==> src/rtl/vga_fill_initiator.sv <==
// rtl/vga_fill_initiator.sv - rectangle-fill bus initiator for the VGA peripheral
//
// Ports:
//   clock, reset           single clock (also the bus clock), async active-high reset
//   cmd_valid/cmd_ready    fill command handshake; ready only while idle
//   cmd_x/cmd_y/cmd_w/cmd_h rectangle origin and size, clipped to MAX_W x MAX_H
//   cmd_color              pixel value, zero-extended to 32 bits on the bus
//   cmd_vsync              poll SCANLINE until it reads 0 before drawing
//   busy, done             engine active; one-cycle completion pulse
//   wr_*                   manager-side write channel (two-phase handshake)
//   rd_*                   manager-side read channel (SCANLINE polling)
module vga_fill_initiator #(
  parameter logic [31:0] VGA_ADDR = 32'h1000_0000,
  parameter int          MAX_W    = 640,
  parameter int          MAX_H    = 480,
  parameter int          XW       = 11,
  parameter int          YW       = 10
) (
  input  logic          clock,
  input  logic          reset,
  input  logic          cmd_valid,
  output logic          cmd_ready,
  input  logic [XW-1:0] cmd_x,
  input  logic [XW-1:0] cmd_w,
  input  logic [YW-1:0] cmd_y,
  input  logic [YW-1:0] cmd_h,
  input  logic [23:0]   cmd_color,
  input  logic          cmd_vsync,
  output logic          busy,
  output logic          done,
  output logic [31:0]   wr_addr,
  output logic [31:0]   wr_data,
  output logic [3:0]    wr_byteEn,
  output logic          wr_valid,
  input  logic          wr_ready,
  output logic [31:0]   rd_addr,
  output logic [3:0]    rd_byteEn,
  output logic          rd_valid,
  input  logic          rd_ready,
  input  logic [31:0]   rd_data
);

  localparam int          CW        = XW + YW;
  localparam logic [31:0] ADDR_X    = VGA_ADDR + 32'h04;
  localparam logic [31:0] ADDR_Y    = VGA_ADDR + 32'h08;
  localparam logic [31:0] ADDR_DATA = VGA_ADDR + 32'h0c;
  localparam logic [31:0] ADDR_SCAN = VGA_ADDR + 32'h1c;

  typedef enum logic [2:0] {
    S_IDLE, S_POLL, S_SET_X, S_SET_Y, S_DATA, S_DONE
  } state_t;

  state_t         state_q, state_d;
  logic           wr_pending, rd_pending;
  logic           wr_done, rd_done;
  logic [XW-1:0]  x0;
  logic [YW-1:0]  y0;
  logic [23:0]    color;
  logic [YW:0]    h_c;
  logic [YW-1:0]  row;
  logic [CW-1:0]  col, col_last;
  logic           full_q;
  logic           col_end, row_end, scan_zero;

  // command decode (valid only while idle, used on the accept edge)
  logic [XW:0]    w_room, w_clip;
  logic [YW:0]    h_room, h_clip;
  logic           degenerate, full_cmd;
  logic [CW-1:0]  area;

  logic           issue_wr, issue_rd;
  logic [31:0]    wr_addr_d, wr_data_d;
  logic           rd_data_unused;

  assign rd_data_unused = ^rd_data[31:10];

  assign wr_done   = wr_pending & wr_ready;
  assign rd_done   = rd_pending & rd_ready;
  // Valid is masked on the ready cycle so the worker never sees a repeat.
  assign wr_valid  = wr_pending & ~wr_ready;
  assign rd_valid  = rd_pending & ~rd_ready;
  assign wr_byteEn = 4'hF;
  assign rd_byteEn = 4'hF;
  assign cmd_ready = (state_q == S_IDLE);
  assign busy      = (state_q != S_IDLE);
  assign done      = (state_q == S_DONE);

  assign scan_zero = (rd_data[9:0] == 10'd0);
  assign col_end   = (col == col_last);
  assign row_end   = ({1'b0, row} == h_c - (YW+1)'(1));

  always_comb begin
    w_room     = (XW+1)'(MAX_W) - {1'b0, cmd_x};
    h_room     = (YW+1)'(MAX_H) - {1'b0, cmd_y};
    w_clip     = ({1'b0, cmd_w} < w_room) ? {1'b0, cmd_w} : w_room;
    h_clip     = ({1'b0, cmd_h} < h_room) ? {1'b0, cmd_h} : h_room;
    degenerate = ({1'b0, cmd_x} >= (XW+1)'(MAX_W)) || ({1'b0, cmd_y} >= (YW+1)'(MAX_H)) ||
                 (cmd_w == '0) || (cmd_h == '0);
    // Full rows: the peripheral wraps x into the next row by itself.
    full_cmd   = (cmd_x == '0) && (w_clip == (XW+1)'(MAX_W));
    area       = CW'(w_clip) * CW'(h_clip);
  end

  always_ff @(posedge clock or posedge reset) begin
    if (reset) state_q <= S_IDLE;
    else       state_q <= state_d;
  end

  // Row advance is folded into the last DATA completion so the next row's
  // X write follows with no idle cycle.
  always_comb begin
    state_d = state_q;
    case (state_q)
      S_IDLE:  if (cmd_valid) state_d = degenerate ? S_DONE : (cmd_vsync ? S_POLL : S_SET_X);
      S_POLL:  if (rd_done && scan_zero) state_d = S_SET_X;
      S_SET_X: if (wr_done) state_d = S_SET_Y;
      S_SET_Y: if (wr_done) state_d = S_DATA;
      S_DATA:  if (wr_done && col_end) state_d = (full_q || row_end) ? S_DONE : S_SET_X;
      S_DONE:  state_d = S_IDLE;
      default: state_d = S_IDLE;
    endcase
  end

  // A new request is launched on the edge that enters (or re-enters) a bus
  // state, provided the previous one of that kind is finishing or absent.
  always_comb begin
    issue_wr  = 1'b0;
    wr_addr_d = wr_addr;
    wr_data_d = wr_data;
    if (!wr_pending || wr_done) begin
      case (state_d)
        S_SET_X: begin
          issue_wr  = 1'b1;
          wr_addr_d = ADDR_X;
          wr_data_d = {{(32-XW){1'b0}}, (state_q == S_IDLE) ? cmd_x : x0};
        end
        S_SET_Y: begin
          issue_wr  = 1'b1;
          wr_addr_d = ADDR_Y;
          wr_data_d = {{(32-YW){1'b0}}, y0 + row};
        end
        S_DATA: begin
          issue_wr  = 1'b1;
          wr_addr_d = ADDR_DATA;
          wr_data_d = {8'h00, color};
        end
        default: ;
      endcase
    end
    issue_rd = (state_d == S_POLL) && (!rd_pending || rd_done);
  end

  always_ff @(posedge clock or posedge reset) begin
    if (reset) begin
      wr_pending <= 1'b0;
      rd_pending <= 1'b0;
      wr_addr    <= '0;
      wr_data    <= '0;
      rd_addr    <= '0;
      x0         <= '0;
      y0         <= '0;
      color      <= '0;
      h_c        <= '0;
      col_last   <= '0;
      full_q     <= 1'b0;
      row        <= '0;
      col        <= '0;
    end else begin
      if (wr_done) wr_pending <= 1'b0;
      if (rd_done) rd_pending <= 1'b0;
      if (issue_wr) begin
        wr_pending <= 1'b1;
        wr_addr    <= wr_addr_d;
        wr_data    <= wr_data_d;
      end
      if (issue_rd) begin
        rd_pending <= 1'b1;
        rd_addr    <= ADDR_SCAN;
      end
      if (cmd_ready && cmd_valid) begin
        x0       <= cmd_x;
        y0       <= cmd_y;
        color    <= cmd_color;
        h_c      <= h_clip;
        full_q   <= full_cmd;
        col_last <= full_cmd ? area - CW'(1) : CW'(w_clip) - CW'(1);
        row      <= '0;
        col      <= '0;
      end
      if (state_q == S_DATA && wr_done) begin
        if (col_end) begin
          col <= '0;
          row <= row + YW'(1);
        end else begin
          col <= col + CW'(1);
        end
      end
    end
  end

endmodule

==> config.mk <==
export PLATFORM = sky130hd
export DESIGN_NAME = vga_fill_initiator
export DESIGN_NICKNAME = d
export VERILOG_FILES = /design/src/rtl/vga_fill_initiator.sv
export SDC_FILE = /design/constraint.sdc
export NUM_CORES = 1
export LEC_CHECK = 0
export ABC_AREA = 1
export CORE_AREA = 3 3 168 170
export CTS_BUF_LIST = sky130_fd_sc_hd__clkbuf_8
export CTS_CLUSTER_DIAMETER = 120
export CTS_CLUSTER_SIZE = 25
export DETAILED_ROUTE_END_ITERATION = 10
export DIE_AREA = 0 0 171 173
export PLACE_DENSITY = 0.79
export SLEW_MARGIN = 20
export SYNTH_ARGS = -nofsm -noshare
export SYNTH_HDL_FRONTEND = slang
export SYNTH_SLANG_ARGS = --single-unit
==> constraint.sdc <==
create_clock -name clock -period 4.7 [get_ports clock]
set_input_delay 0.94 -clock clock [delete_from_list [all_inputs] [get_ports clock]]
set_output_delay 0.94 -clock clock [all_outputs]
set_load 0.05 [all_outputs]
==> results.toml, run 1 <==
[sta]
finalCritPeriodShare_pct = 150
report.final.slew_viol_count = 0
max_slew_margin_pct = 53.0
final.setup.tns_ps = -37270
setup_viol = 19
max_slew.worst_pin.slew_ps = 704
period_minus_slack_ps = 7060
rsz0062_at_grt = "true"
setup_ws_ps = -2360
finClkSkew_ps = 16.4
hold_viol_final = 0
max_freq_mhz = 142

[global_route]
gr-max-usage-layer = "met2"
gr-usage-met2_pct = 48.4
grtUsageMet1_pct = 36.1
gr-usage-met3_pct = 4.46
grt_pass1_vias = 13736
antenna_found_initial = 0
grt_max_degree = 78
grt_pass1_wl_mm = 67.9
grt.total_usage_pct = 28.2
grt_overflow_total = 0

[worst_setup_path]
crit_path_end_kind = "flop"
crit_type = "in -> reg"
required_ps = 5040
cp_max_fo = 5
cpMostUsedCell = "nand2_2"
crit_path_start_kind = "primary input"
slowest_stage = "fa_1"
arrival_ps = 7400
slowest_delay_ps = 560

[floorplan]
die_area_um2 = 29600
coreArea_um2 = 26900
start_util_pct = 51.4
rows = 60
die_w_um = 171
die_h_um = 173
pin_count = 213

[clock_tree]
cts_root_buf = "clkbuf_8"
cts_buffer_depth = 2
clk-insertion-delay-late_ps = 450
cts.sinks = 142
cts_tree = "yes"
clk_pin_slew_ps = 90
numCtsBuffers = 17
htree_levels = 4

[logic_synthesis]
synth.most_common_cell = "nand2_1"
synth_top_family_by_area = "simple AND/OR/NAND/NOR gates"
ys.flop_type = "dfrtp_1"
yosysWarnings = 0
synthArstFlopShare_pct = 100
yosysTopAreaCellShare_pct = 25.7
ys_types = 56
yosys-top-cells-count = "458 x nand2_1, 278 x inv_1, 142 x dfrtp_1"
synth_simple_gate_area_share_pct = 25.3
netlist_area_um2 = 13800
seq_area_frac_synth_pct = 25.7
synth_top_cell_by_area = "dfrtp_1"
syn_avg_cell_area_um2 = 7.51
syn_inst = 1840
synth-edff-count = 0
synthAdderAreaFrac_pct = 22.1
synth_compound_area_share_pct = 8.44
synth_area_leaders = "dfrtp_1 26%, fa_1 14%, nand2_1 12%"
synth_xor_xnor_area_share_pct = 4.92
yosys_register_bits = 142
synthMuxAreaShare_pct = 0.0724

[layout]
stdcell_count = 2616
nNetsFinal = 2551
diodes = 0
drive_gt1_share_pct = 29.1
syn_to_final_growth_pct = 41.3

[run]
cap_violations = 0

[routing]
num_vias = 14173
dr.pass1.iters = 7
routed_wl_mm = 45.1
routedWlPerCell_um = 17.2
viasPerCell = 5.42
drc = 0
initialDrtViolationCount = 1162
ant_nets = 0

[placement]
port_buffers = 117
dp_hpwl_mm = 31.7
dp_cells = 2487
globalplace.congestion = 0.912

[hold_path]
hold_class = "reg -> reg"

[status]
violations = "setup timing"
outcome = "finished with violations"
[final cells by class]
class / instances / area [um2]
fillers: 1842 / 7340
clock buffers: 17 / 234
repair buffers: 437 / 3880
clock inverters: 15 / 189
inverters: 285 / 1130
flip-flops and latches: 142 / 3550
multi-input cells: 1379 / 10100
well taps: 341 / 427
[sequential cells by signal (all words and copies together) (netlist names), 3 cells and up]
signal,cells
color,24
wr_data,24
col,21
col_last,21
h_c,11
x0,11
row,10
y0,10
state_q,3
wr_addr,3
[repair_timing]
item	in CTS	in global routing
setup buffers	64	37
setup endpoints to repair	22	22
hold buffers	0	0
gates resized for setup	194	128
cloned	4	0
pin swaps	78	118
[critical path, delay by kind of cell]
kind	cells	cell delay, ps
compound gates	5	850
xor+xnor	2	360
fa+ha+maj	8	2940
buf+inv	11	1110
simple gates	15	1190
[metrics by stage]
stage                     setup slack, ps  cell area [um2]  hold WS [ps]  utilization (%)
final                               -2360            19500           481             72.7
after global routing                -2690            19500           499             72.7
after CTS                           -2190            18800           481             70.1
after global placement              -3220            17200           453             64.1
after detailed placement            -3240            17200           460             64.1
after floorplan                     -2270            14700           443                -
[kinds of logic (layout without fill, tap and decap cells)]
logic type | count (synthesis) | in the layout
simple gates | 812 | 812
buf+inv | 409 | 754
flops | 142 | 142
fa+ha+maj | 185 | 185
xor+xnor | 76 | 76
other cells | 2 | 92
mux | 1 | 1
compound gates | 213 | 213
[per-layer routing]
layer	vias up	part of all wire, %	routed length, um
li1	6471	-	-
met1	6827	39	17500
met2	713	49	22300
met3	162	7.5	3380
met4	0	4.3	1940
met5	-	0	0
[placed cells by master, fill, tap and decap left out, types with 13 or more instances in the layout]
| cell type | instances |
|---|---|
| a21oi_1 | 39 |
| a21oi_2 | 15 |
| buf_4 | 273 |
| buf_6 | 34 |
| clkbuf_8 | 17 |
| clkdlybuf4s50_1 | 99 |
| conb_1 | 92 |
| dfrtp_1 | 142 |
| fa_1 | 85 |
| fa_2 | 13 |
| ha_1 | 56 |
| ha_4 | 30 |
| inv_1 | 231 |
| inv_2 | 40 |
| nand2_1 | 395 |
| nand2_2 | 62 |
| nand2_4 | 17 |
| nand3_1 | 109 |
| nand4_1 | 25 |
| nor2_1 | 111 |
| nor2_2 | 16 |
| nor2_4 | 14 |
| o21ai_0 | 89 |
| o21ai_4 | 13 |
| xnor2_1 | 34 |
| xor2_1 | 30 |
[path summary, 6_finish.rpt]
check,from,to,slack (ps),cells past startpoint
min in group asynchronous,reset,y0[2],970,2
setup / recovery,cmd_x[0],col_last[11],-2360,41
setup reg to reg,h_c[0],wr_data[13],1680,16
max in group asynchronous,reset,x0[3],2850,3
hold reg to reg,wr_data[2],wr_data[2],480,2
hold / removal,wr_data[2],wr_data[2],480,2
Power of run 1 is left out: the tool's default activity adds up to more than one toggle a clock period on the data nets, which glitch-free logic cannot reach.
==> run 2: changes to the inputs <==
--- a/config.mk
+++ b/config.mk
@@ -13,7 +13,7 @@
 export DETAILED_ROUTE_END_ITERATION = 10
 export DIE_AREA = 0 0 171 173
 export PLACE_DENSITY = 0.79
-export SLEW_MARGIN = 20
+export SLEW_MARGIN = 10
 export SYNTH_ARGS = -nofsm -noshare
 export SYNTH_HDL_FRONTEND = slang
 export SYNTH_SLANG_ARGS = --single-unit
==> results of run 2 <==
No change in the layout: final DEF, timing and power equal those of run 1.
Power of run 2 is left out for the same reason.
==> run 3: changes to the inputs <==
--- a/config.mk
+++ b/config.mk
@@ -9,7 +9,7 @@
 export CORE_AREA = 3 3 168 170
 export CTS_BUF_LIST = sky130_fd_sc_hd__clkbuf_8
 export CTS_CLUSTER_DIAMETER = 120
-export CTS_CLUSTER_SIZE = 25
+export CTS_CLUSTER_SIZE = 30
 export DETAILED_ROUTE_END_ITERATION = 10
 export DIE_AREA = 0 0 171 173
 export PLACE_DENSITY = 0.79
==> results of run 3 <==
No change in the layout: final DEF, timing and power equal those of run 1.
Power of run 3 is left out for the same reason.
